--- config.mk ---
export PLATFORM = sky130hd
export DESIGN_NAME = usb_rx_rcu
export DESIGN_NICKNAME = d
export VERILOG_FILES = /design/src/rtl/usb_pkg.sv /design/src/rtl/usb_pid_decode.sv /design/src/rtl/usb_rx_rcu.sv
export SDC_FILE = /design/constraint.sdc
export NUM_CORES = 1
export LEC_CHECK = 0
export CORE_MARGIN = 10
export CORE_UTILIZATION = 45
export CTS_BUF_LIST = sky130_fd_sc_hd__clkbuf_8
export DETAILED_ROUTE_END_ITERATION = 6
export PLACE_DENSITY = 0.81
export SYNTH_ARGS = -nofsm -noshare
export SYNTH_HDL_FRONTEND = slang
export SYNTH_SLANG_ARGS = --single-unit
--- constraint.sdc ---
create_clock -name clk -period 1.9 [get_ports clk]
set_input_delay 0.38 -clock clk [delete_from_list [all_inputs] [get_ports clk]]
set_output_delay 0.38 -clock clk [all_outputs]
set_load 0.01 [all_outputs]
--- src/rtl/usb_pkg.sv ---
// rtl/usb_pkg.sv - shared types and constants for the USB receive control unit
package usb_pkg;

  typedef enum logic [2:0] {
    IDLE, SYNC, PID, DATA, STORE, EOP_WAIT, ERR_WAIT, DONE
  } state_t;

  typedef enum logic [2:0] {
    PID_NONE  = 3'd0,
    PID_OUT   = 3'd1,
    PID_IN    = 3'd2,
    PID_DATA0 = 3'd3,
    PID_DATA1 = 3'd4,
    PID_ACK   = 3'd5,
    PID_NAK   = 3'd6,
    PID_BAD   = 3'd7
  } pid_t;

  localparam logic [7:0] SYNC_BYTE = 8'h80;
  localparam logic [6:0] MAX_BYTES = 7'd64;

  function automatic logic is_data_pid(input pid_t p);
    return (p == PID_DATA0) || (p == PID_DATA1);
  endfunction

endpackage

--- src/rtl/usb_pid_decode.sv ---
// rtl/usb_pid_decode.sv - combinational PID byte to packet-type decoder
module usb_pid_decode
  import usb_pkg::*;
(
  input  logic [7:0] pid_byte_i,
  output pid_t       pid_o
);

  always_comb begin
    pid_o = PID_BAD;
    case (pid_byte_i)
      8'hE1:   pid_o = PID_OUT;
      8'h69:   pid_o = PID_IN;
      8'hC3:   pid_o = PID_DATA0;
      8'h4B:   pid_o = PID_DATA1;
      8'hD2:   pid_o = PID_ACK;
      8'h5A:   pid_o = PID_NAK;
      default: pid_o = PID_BAD;
    endcase
  end

endmodule

--- src/rtl/usb_rx_rcu.sv ---
// rtl/usb_rx_rcu.sv - USB receive control unit: sync/PID/data sequencing and FIFO strobes
module usb_rx_rcu
  import usb_pkg::*;
(
  input  logic       clk,
  input  logic       rst,
  input  logic       d_edge,
  input  logic       eop,
  input  logic       shift_enable,
  input  logic       byte_received,
  input  logic [7:0] rcv_data,
  output logic       enable_timer,
  output logic       w_enable,
  output logic [2:0] rx_packet,
  output logic       rx_data_ready,
  output logic       rx_transfer_active,
  output logic       r_error
);

  state_t     state_q, state_d;
  pid_t       pid_dec;
  pid_t       rx_packet_q;
  logic       r_error_q;
  logic       active_q;
  logic [6:0] byte_cnt_q;
  logic       mid_byte_q;
  logic       eop_seen_q;
  logic       sync_hit;

  usb_pid_decode u_pid_decode (
    .pid_byte_i (rcv_data),
    .pid_o      (pid_dec)
  );

  assign sync_hit = (state_q == SYNC) && byte_received && (rcv_data == SYNC_BYTE);

  always_ff @(posedge clk) begin
    if (rst) state_q <= IDLE;
    else     state_q <= state_d;
  end

  always_comb begin
    state_d = state_q;
    case (state_q)
      IDLE:     if (d_edge) state_d = SYNC;
      SYNC:     if (byte_received) state_d = (rcv_data == SYNC_BYTE) ? PID : ERR_WAIT;
      PID: begin
        if (byte_received) begin
          if (is_data_pid(pid_dec))   state_d = DATA;
          else if (pid_dec == PID_BAD) state_d = ERR_WAIT;
          else                         state_d = EOP_WAIT;
        end
      end
      // a byte beats a coincident EOP; the 65th byte overflows the packet
      DATA: begin
        if (byte_received)             state_d = (byte_cnt_q >= MAX_BYTES) ? ERR_WAIT : STORE;
        else if (eop && shift_enable)  state_d = mid_byte_q ? ERR_WAIT : DONE;
      end
      STORE:    state_d = DATA;
      EOP_WAIT: begin
        if (byte_received)             state_d = ERR_WAIT;
        else if (eop && shift_enable)  state_d = DONE;
      end
      ERR_WAIT: if (eop_seen_q && !eop) state_d = IDLE;
      DONE:     state_d = IDLE;
    endcase
  end

  always_ff @(posedge clk) begin
    if (rst) begin
      rx_packet_q <= PID_NONE;
      r_error_q   <= 1'b0;
      active_q    <= 1'b0;
      byte_cnt_q  <= 7'd0;
      mid_byte_q  <= 1'b0;
      eop_seen_q  <= 1'b0;
    end else begin
      if (sync_hit)                               rx_packet_q <= PID_NONE;
      else if (state_q == PID && byte_received)   rx_packet_q <= pid_dec;

      if (state_q == IDLE && d_edge)              r_error_q <= 1'b0;
      else if (state_d == ERR_WAIT)               r_error_q <= 1'b1;

      if (state_d == IDLE)                        active_q <= 1'b0;
      else if (sync_hit)                          active_q <= 1'b1;

      if (state_q == IDLE)                        byte_cnt_q <= 7'd0;
      else if (state_q == STORE && byte_cnt_q != 7'h7F) byte_cnt_q <= byte_cnt_q + 7'd1;

      // tracks bits sampled since the last byte boundary; an EOP overlapping a byte counts as early
      if (state_q == IDLE)                        mid_byte_q <= 1'b0;
      else if (byte_received)                     mid_byte_q <= eop;
      else if (shift_enable && !eop)              mid_byte_q <= 1'b1;

      eop_seen_q <= (state_q == ERR_WAIT) ? (eop_seen_q | eop) : eop;
    end
  end

  always_comb begin
    enable_timer       = !(state_q inside {IDLE, DONE});
    w_enable           = (state_q == STORE);
    rx_data_ready      = (state_q == DONE) && is_data_pid(rx_packet_q);
    rx_packet          = rx_packet_q;
    rx_transfer_active = active_q;
    r_error            = r_error_q;
  end

endmodule

==> impl_metrics.ini, run 1 <==
[yosys]
synth_cells = 134
seq_area_frac_synth_pct = 31.7
async_reset_ff_share_pct = 0
synth_area_per_cell_um2 = 8.02
synth_warnings = 0
synth_fp_nets = 149
synth_seq_cells = 17
synth_edf_count = 0
synth_ff_type = dfxtp_1
synth_cell_types = 43
synth.cell_area_mm2 = 0.00107

[clock_tree]
cts_tree = built
cts_made_buffers = 3
cts.sinks = 17
htree_levels = 1
clockBufferDepth = 2
clock_latency_ns = 0.24
clkSlewWorstSetupHoldPaths_ns = 0.06
cts_hold_buffers = 0
root_buffer = clkbuf_8

[sta]
timing.setup.tns_ns = 0
fin_skew_ns = 0.00147
setup_ws_ns = 0.0447
worst_pin_slew_ns = 0.308
whs_ns = 0.485
timing.final.crit_share_pct = 97.6
max_freq_mhz = 539
finalHoldViolations = 0
maxSlewHeadroom_pct = 79.3
setup_violations = 0
min_period_ns = 1.86
slew_violations = 0

[power_and_ir_drop]
power_density_mw_per_mm2 = 624
clock_power_share_pct = 24.5
leakagePower_nw = 0.698
irDropWorstVdd_mv = 0.629
pwr-share-comb_pct = 35.9
pwr-share-seq_pct = 39.5
p_int_w = 0.000708
p_sw_w = 0.000299
swShare_pct = 29.7

[route]
drt.antenna.violating_nets = 0
drtPass1Iterations = 4
drt-total-wl_um = 3070
drc = 0
routedWlPerCell_um = 14.9
num_vias = 1183
first_iter_violations = 46
routed_via_density = 5.74

[worst_setup_path]
cp.required_ns = 1.52
worstSetupPathType = flop to output pin
crit_path_end_kind = output pin
cp_max_fo = 4
arrival_ns = 1.48
cp_slowest_stage_delay_ns = 0.53
startpoint_type = flop
critPathTopFamily = buffers and inverters
worst-path-buf-inv = 1
path_cells = nand2_1, o21ai_0, and2_1, clkdlybuf4s50_1
crit_slowest_cell = clkdlybuf4s50_1

[floorplanning]
num_rows = 17
pin_count = 22
die-area_mm2 = 0.00474
initial_core_util_pct = 48.1
core_area_mm2 = 0.00223
fp.dieH_um = 68.9
die_w_um = 68.9

[final_layout]
drive_gt1_share_pct = 27.5
final_nets = 194
post-route-util_pct = 72.2
final_cell_area_mm2 = 0.00161
synthToLayoutAreaGrowth_pct = 50.1
diodes = 0

[placed_design]
io_buffers = 21
dp_hpwl_um = 2330
placed_area_mm2 = 0.00147
dp_slack_ns = -0.284
place.gp.congestion = 0.891

[worst_hold_path]
hold_class = flop to flop

[grt]
grt_pass1_wl_um = 4780
grt_max_degree = 11
grt-ovfl-total = 0
grt_usage_pct = 12.7
grt_pass1_vias = 1131
antenna_found_initial = 0

[outcome]
status = finished, final reports clean

[flow_run]
drv_cap = 0
routing by layer:
layer  up-vias  part of all wire [%]  track usage (%)
met1       556                    39             12.1
met4         0                   1.2             4.68
met2        48                    53             25.6
met5         -                     0                0
met3         4                   6.6             2.42
li1        575                     -                -
metrics by stage:
step                      total power, W  std cells
after detailed placement        0.000732        201
after global routing             0.00106        206
after floorplan                 0.000581        134
final                            0.00101        206
after CTS                       0.000989        205
after global placement          0.000718        201
power by group through the flow:
stage	Combinational (W)	Clock (W)	Sequential, W
2_1_floorplan	0.000183	0	0.000398
3_3_place_gp	0.000319	0	0.000398
3_5_place_dp	0.000332	0	0.000400
4_1_cts	0.000343	0.000252	0.000394
5_1_grt	0.000388	0.000272	0.000401
6_report	0.000362	0.000247	0.000398
synth_stat cells (2+ instances only):
master | count | area share, %
buf_2 | 4 | 1.9
xor2_1 | 4 | 3.3
nor4_1 | 3 | 1.7
o21ai_0 | 5 | 2.3
nor3_1 | 7 | 3.3
nor2b_1 | 3 | 1.7
nor2_1 | 20 | 7.0
inv_1 | 4 | 1.4
nand2b_1 | 7 | 4.1
o41ai_1 | 3 | 2.4
nand2_1 | 9 | 3.1
o22a_1 | 2 | 1.6
dfxtp_1 | 17 | 32
a211oi_1 | 2 | 1.4
and3_1 | 4 | 2.3
xnor2_1 | 2 | 1.6
a21oi_1 | 9 | 4.2
a311oi_1 | 2 | 1.6
a21o_1 | 3 | 2.1
worst paths after layout:
kind	from	end	slack (ns)	cells past startpoint
setup / recovery	rx_packet[0]$_SDFFE_PP0P_	rx_data_ready	0.04	4
hold / removal	r_error$_SDFFE_PP0N_	r_error$_SDFFE_PP0N_	0.49	2
setup reg to reg	state_q[1]$_SDFF_PP0_	r_error$_SDFFE_PP0N_	0.31	6
hold reg to reg	r_error$_SDFFE_PP0N_	r_error$_SDFFE_PP0N_	0.49	2
logic make-up (layout without fill, tap and decap cells):
family / count (synthesis) / after routing / synth area share, %
multiplexers: 1 / 1 / 0.931
XOR/XNOR: 6 / 6 / 4.89
AO/OA/AOI/OAI: 33 / 33 / 23.6
buffers and inverters: 11 / 55 / 5.00
adder cells (fa/ha/maj): 1 / 1 / 1.16
flip-flops: 17 / 17 / 31.7
AND/OR/NAND/NOR: 65 / 65 / 32.7
worst register-to-register path, delay by kind of cell (launching register included):
kind | cells | cell delay (ns)
AOI/OAI and AO/OA | 3 | 0.41
DFF | 1 | 0.34
buffers and inverters | 1 | 0.17
and+or+nand+nor | 2 | 0.59
cell usage in the layout, fill, tap and decap left out, drive strengths merged, types with 3 or more instances in the layout:
| master | instances |
|---|---|
| clkdlybuf4s50 | 13 |
| nand2b | 7 |
| nand2 | 9 |
| inv | 6 |
| clkbuf | 3 |
| o41ai | 3 |
| a21oi | 9 |
| nor2 | 20 |
| dlymetal6s2s | 7 |
| nor3 | 7 |
| nor4 | 3 |
| xor2 | 4 |
| nor2b | 3 |
| o21ai | 5 |
| a21o | 3 |
| and3 | 4 |
| buf | 25 |
| dfxtp | 17 |
repair_timing:
| item | CTS | global route |
|---|---|---|
| cloned | 0 | 0 |
| setup endpoints to repair | 6 | 7 |
| gates resized for setup | 8 | 17 |
| pin swaps | 1 | 4 |
| buffers inserted | 0 | 1 |
sequential cells by signal, summed over array words and instances (netlist names):
register	count
byte_cnt_q	7
rx_transfer_active	1
rx_packet	3
mid_byte_q	1
state_q	3
r_error	1
eop_seen_q	1
cell type report:
class,instances,area (µm²)
clock inverter,1,3.75
fill,171,621
timing repair buffer,46,414
clock buffer,3,41.3
multi-input combinational,106,754
inverter,5,18.8
sequential,17,345
tap,28,35.0
No activity file was read; power rests on OpenSTA's default activity.
==> inputs of run 2 (changes only) <==
- CTS_CLUSTER_DIAMETER: default -> 200
- GPL_ROUTABILITY_DRIVEN: default -> 0
- SLEW_MARGIN: default -> 20
==> results of run 2 <==
The final DEF is identical to that of run 1; final timing and power are the same.
==> inputs of run 3 (changes only) <==
- CORE_MARGIN: 10 -> default
- CTS_BUF_LIST: sky130_fd_sc_hd__clkbuf_8 -> sky130_fd_sc_hd__clkbuf_16
==> run 3 against run 2 <==
Against the previous run: critical path depth up 2; worst hold slack better by 0.00079 ns; via count down 4.1%; critical endpoint is now r_error$_SDFFE_PP0N_.
==> impl_metrics.ini, run 3 (synthesis gave the netlist of run 1 again) <==
[route]
routedWlPerCell_um = 14.3
first_iter_violations = 15
num_vias = 1135
drt.antenna.violating_nets = 0
drtPass1Iterations = 4
routed_via_density = 5.56
drc = 0
drt-total-wl_um = 2920

[floorplanning]
pin_count = 22
core_area_mm2 = 0.00223
die-area_mm2 = 0.00259
die_w_um = 50.9
initial_core_util_pct = 48.1
fp.dieH_um = 50.9
num_rows = 17

[clock_tree]
htree_levels = 1
root_buffer = clkbuf_16
clockBufferDepth = 2
clock_latency_ns = 0.24
cts_tree = built
clkSlewWorstSetupHoldPaths_ns = 0.05
cts_hold_buffers = 0
cts.sinks = 17
cts_made_buffers = 3

[sta]
maxSlewHeadroom_pct = 77.8
timing.final.crit_share_pct = 96.3
fin_skew_ns = 0.00439
worst_pin_slew_ns = 0.330
max_freq_mhz = 547
min_period_ns = 1.83
slew_violations = 0
timing.setup.tns_ns = 0
finalHoldViolations = 0
setup_violations = 0
whs_ns = 0.486

[final_layout]
final_nets = 192
largest-register = byte_cnt_q
synthToLayoutAreaGrowth_pct = 51.3
final_common_cell = buf_4
largest_reg_flops = 7
diodes = 0
layout_common_cells = 23 x buf_4, 20 x nor2_1, 15 x dfxtp_1
drive_gt1_share_pct = 25.6

[worst_setup_path]
startpoint_type = primary input
cp_max_fo = 8
reg2regPathDepth = 6
path_cells = clkdlybuf4s50_1, and4bb_2, o41ai_4, o2111a_1, or2_4, o31ai_2
r2r-start = state_q[2]$_SDFF_PP0_
crit_slowest_cell = clkdlybuf4s50_1
crit_path_end_kind = flop
r2r_end = r_error$_SDFFE_PP0N_
worstSetupPathType = primary input to flop
worst-path-buf-inv = 1
cp_slowest_stage_delay_ns = 0.60
cp.required_ns = 2.06
critPathTopFamily = buffers and inverters
r2r_setup_slack_ns = 0.28
arrival_ns = 1.99

[placed_design]
io_buffers = 21
dp_hpwl_um = 2200

[flow_run]
drv_cap = 0

[power_and_ir_drop]
power_density_mw_per_mm2 = 709
leakagePower_nw = 0.706
p_total_w = 0.00115
irDropWorstVdd_mv = 0.686

[grt]
grt_max_degree = 11
antenna_found_initial = 0
grt-ovfl-total = 0
grt_pass1_vias = 1161
grt_usage_pct = 24.3
grt_pass1_wl_um = 4800

[worst_hold_path]
hold_class = flop to flop
hold_end = eop_seen_q$_SDFF_PP0_
hp-start = eop_seen_q$_SDFF_PP0_
min_path_cells = 2

[outcome]
status = finished, final reports clean
## run 3: changes by cell type in the layout (fill, tap and decap cells not counted), sizes merged
cell	change
buf	-2
clkdlybuf4s50	+1
dlymetal6s2s	-1
inv	-1
clkinv	+1
## run 3: how the worst max path moves through the flow
stage	cells after the start	slack [ns]	start	end
2_1_floorplan	5	0.24	rcv_data[0]	r_error$_SDFFE_PP0N_
4_1_cts	6	0.008	rcv_data[5]	r_error$_SDFFE_PP0N_
3_5_place_dp	6	-0.29	rcv_data[5]	r_error$_SDFFE_PP0N_
6_report	6	0.07	byte_received	r_error$_SDFFE_PP0N_
3_3_place_gp	6	-0.25	rcv_data[0]	r_error$_SDFFE_PP0N_
5_1_grt	6	-0.01	byte_received	r_error$_SDFFE_PP0N_
## run 3: layout make-up
| class | count | area [µm²] |
|---|---|---|
| multi-input combinational | 106 | 753 |
| clock buffer | 3 | 75.1 |
| inverter | 5 | 18.8 |
| clock inverter | 1 | 5.00 |
| tap | 28 | 35.0 |
| timing repair buffer | 44 | 397 |
| fill | 174 | 607 |
| sequential | 17 | 343 |
## run 3: worst reg2reg max path, stage by stage, from the launching register on
cell      delay [ns]
dfxtp_1         0.33
buf_4           0.17
and4bb_2        0.35
o41ai_4         0.09
o2111a_1        0.16
or2_4           0.26
o31ai_2         0.17
## run 3: repair_timing
action                     in CTS  in global routing
hold endpoints to repair        0                  0
gates resized for setup         7                 14
setup endpoints to repair       5                  4
setup buffers                   0                  1
pin swaps                       3                  5
## run 3: metrics by stage
step | util [%] | area (µm²) | setup slack [ns] | instances
2_1_floorplan | - | 1070 | 0.244 | 134
3_3_place_gp | 64.9 | 1450 | -0.253 | 199
3_5_place_dp | 64.9 | 1450 | -0.289 | 199
4_1_cts | 70.1 | 1570 | 0.00795 | 203
5_1_grt | 72.8 | 1630 | -0.0117 | 204
6_report | 72.8 | 1630 | 0.0703 | 204
## run 3: where the power goes
part	internal, W	switching [W]	leakage, nW
logic	0.000178	0.000172	0.527
registers	0.000378	0.0000176	0.139
clock network	0.000281	0.000126	0.0409
total	0.000837	0.000316	0.706
## run 3: layer usage
layer  vias up  GRT usage [%]  wire length [µm]
li1        568              -                 -
met1       547           25.4              1210
met2        16           49.6              1610
met3         4           2.08                57
met4         0           8.33                44
met5         -              0                 0
==> edit (settings of run 2) <==
Register the output `r_error`, cleared by the reset; this adds one clock of latency there. The other outputs are not delayed to match.
--- a/src/rtl/usb_rx_rcu.sv
+++ b/src/rtl/usb_rx_rcu.sv
@@ -16,6 +16,8 @@
   output logic       rx_transfer_active,
   output logic       r_error
 );
+
+  logic r_error_d;
 
   state_t     state_q, state_d;
   pid_t       pid_dec;
@@ -102,7 +104,15 @@
     rx_data_ready      = (state_q == DONE) && is_data_pid(rx_packet_q);
     rx_packet          = rx_packet_q;
     rx_transfer_active = active_q;
-    r_error            = r_error_q;
+    r_error_d          = r_error_q;
+  end
+
+  always_ff @(posedge clk) begin
+    if (rst) begin
+      r_error <= '0;
+    end else begin
+      r_error <= r_error_d;
+    end
   end
 
 endmodule
Formal check against the unedited RTL: not equivalent (a bounded check fails within 4 cycles, from zero or initial values and one cycle with rst high).
==> edit against run 2 <==
Register-to-register slack got worse by 0.07 ns. Worst setup slack improved by 0.0054 ns. Global-route usage is 0.076 points lower. Largest cell class unchanged. Worst hold slack worse by 0.038 ns. Synthesized cell count rose by 1.5%. Via count is 10% lower. Routed wire length fell by 14%. Area after synthesis fell by 3.6%. Highest routed layer unchanged. Die area down 2.6%. Sequential power increased by 4%. Power increased by 2.7%. Fmax up 0.29%. Cell area fell by 7.5%. Sequential cell count increased by 1.
==> edit: results (changes against run 2) <==
stage,metric,value,unit,change
status,status,finished clean,,unchanged
routing,Met2 Wirelength,1341,um,was 1639 um
logic_synthesis,Post-Synth Adder-Cell Area,1.208,%,was 1.164%
pwr,power in the clock group,0.313,mW,was 0.247 mW
logic_synthesis,Synth top cells by count,"25 x nor2_1, 18 x dfxtp_1, 9 x nand2_1",,"was 20 x nor2_1, 17 x dfxtp_1, 9 x a21oi_1, 9 x nand2_1"
sta,slew margin rel.,74.94,%,was 79.30%
global_routing,first-pass GRT wire length,4554,um,was 4781 um
routing,initial detailed-routing violation count,35,,was 46
sta,skew final,0.003431,ns,was 0.001466 ns
global_routing,M2 GR Usage,23.72,%,was 25.57%
global_routing,GR Util met3,1.958,%,was 2.415%
logic_synthesis,sequential fraction of the synthesis area,34.78,%,was 31.66%
pwr,switch share,27.98,%,was 29.70%
logic_synthesis,Synth Area in Compound Gates,19.08,%,was 23.63%
clocking,Longest Clk Path Bufs,2,,unchanged
setup_path,r2r setup slk,0.24,ns,was 0.31 ns
final_layout,multi-input gate share of total cell area,43.37,%,was 46.78%
final_layout,Total Nets Final,192,,was 194
final_layout,area occupied by registers,362.8,um2,was 345.3 um2
sta,setup ws final,0.05011,ns,was 0.04468 ns
logic_synthesis,Synth Instances,136,,was 134
final_layout,fraction of layout cells with a size suffix above 1,21.02,%,was 27.53%
pwr,sequential power share,40.0,%,was 39.5%
routing,total number of vias,1065,,was 1183
setup_path,CP arrival,1.99,ns,was 1.48 ns
global_routing,met1 Usage GRT,12.89,%,was 12.08%
global_routing,largest net degree at the start of global routing,13,,was 11
final_layout,buffering overhead,24.50,%,was 25.68%
floorplan,Total Die Area,4621,um2,was 4743 um2
pwr,peak supply drop,0.3840,mV,was 0.6291 mV
final_layout,FILL cells,185,,was 171
setup_path,Crit path max-delay family,simple AND/OR/NAND/NOR gates,,was buffers and inverters
logic_synthesis,mux cell area share after synthesis,0.9662,%,was 0.9313%
logic_synthesis,post-synthesis cell type count,38,,was 43
final_layout,Non-Clock Inverter Count,7,,was 5
setup_path,CP max stage cell,or4_4,,was clkdlybuf4s50_1
setup_path,worst-path fanout max,2,,was 4
routing,routed wire length,2630,um,was 3071 um
routing,met3 wire len,100,um,was 202 um
placed_design,dpl hpwl,2119,um,was 2333 um
routing,M1 wire length,1127,um,was 1192 um
final_layout,clock buffers,4,,was 3
logic_synthesis,largest cells by area after synthesis,"dfxtp_1 35%, nor2_1 9.1%, nand2b_1 4.2%, o21ai_0 3.4%, xor2_1 3.4%",,"was dfxtp_1 32%, nor2_1 7.0%, a21oi_1 4.2%, nand2b_1 4.1%, nor3_1 3.3%"
placed_design,DP Cell Count,200,,was 201
clocking,"Clk Latency, worst-skew pair",0.26,ns,was 0.24 ns
final_layout,Seq cells,18,,was 17
routing,post-DR vias/cell,5.221,,was 5.743
-- edit: metrics by stage --
| step | util (%) | total power [mW] | cell area, um2 | hold slack (ns) |
|---|---|---|---|---|
| final | 67.42 | 1.034 | 1491 | 0.4476 |
| after global routing | 67.42 | 1.094 | 1491 | 0.4927 |
| after CTS | 66.46 | 1.035 | 1470 | 0.4493 |
| after detailed placement | 64.03 | 0.7241 | 1416 | 0.4337 |
| after global placement | 64.03 | 0.7148 | 1416 | 0.4330 |
| after floorplan | - | 0.5725 | 1036 | 0.4171 |
-- edit: what timing repair did --
item	4_1_cts	5_1_grt
gates resized for setup	16	7
endpoints found under the setup margin	8	5
pin swaps	7	4
-- edit: worst paths after layout --
check / from / end / cells after the start
hold reg to reg: r_error_d / r_error_d / 2
setup / recovery: rcv_data[3] / rx_transfer_active / 6
hold / removal: r_error_d / r_error_d / 2
setup reg to reg: state_q[1] / rx_transfer_active / 6
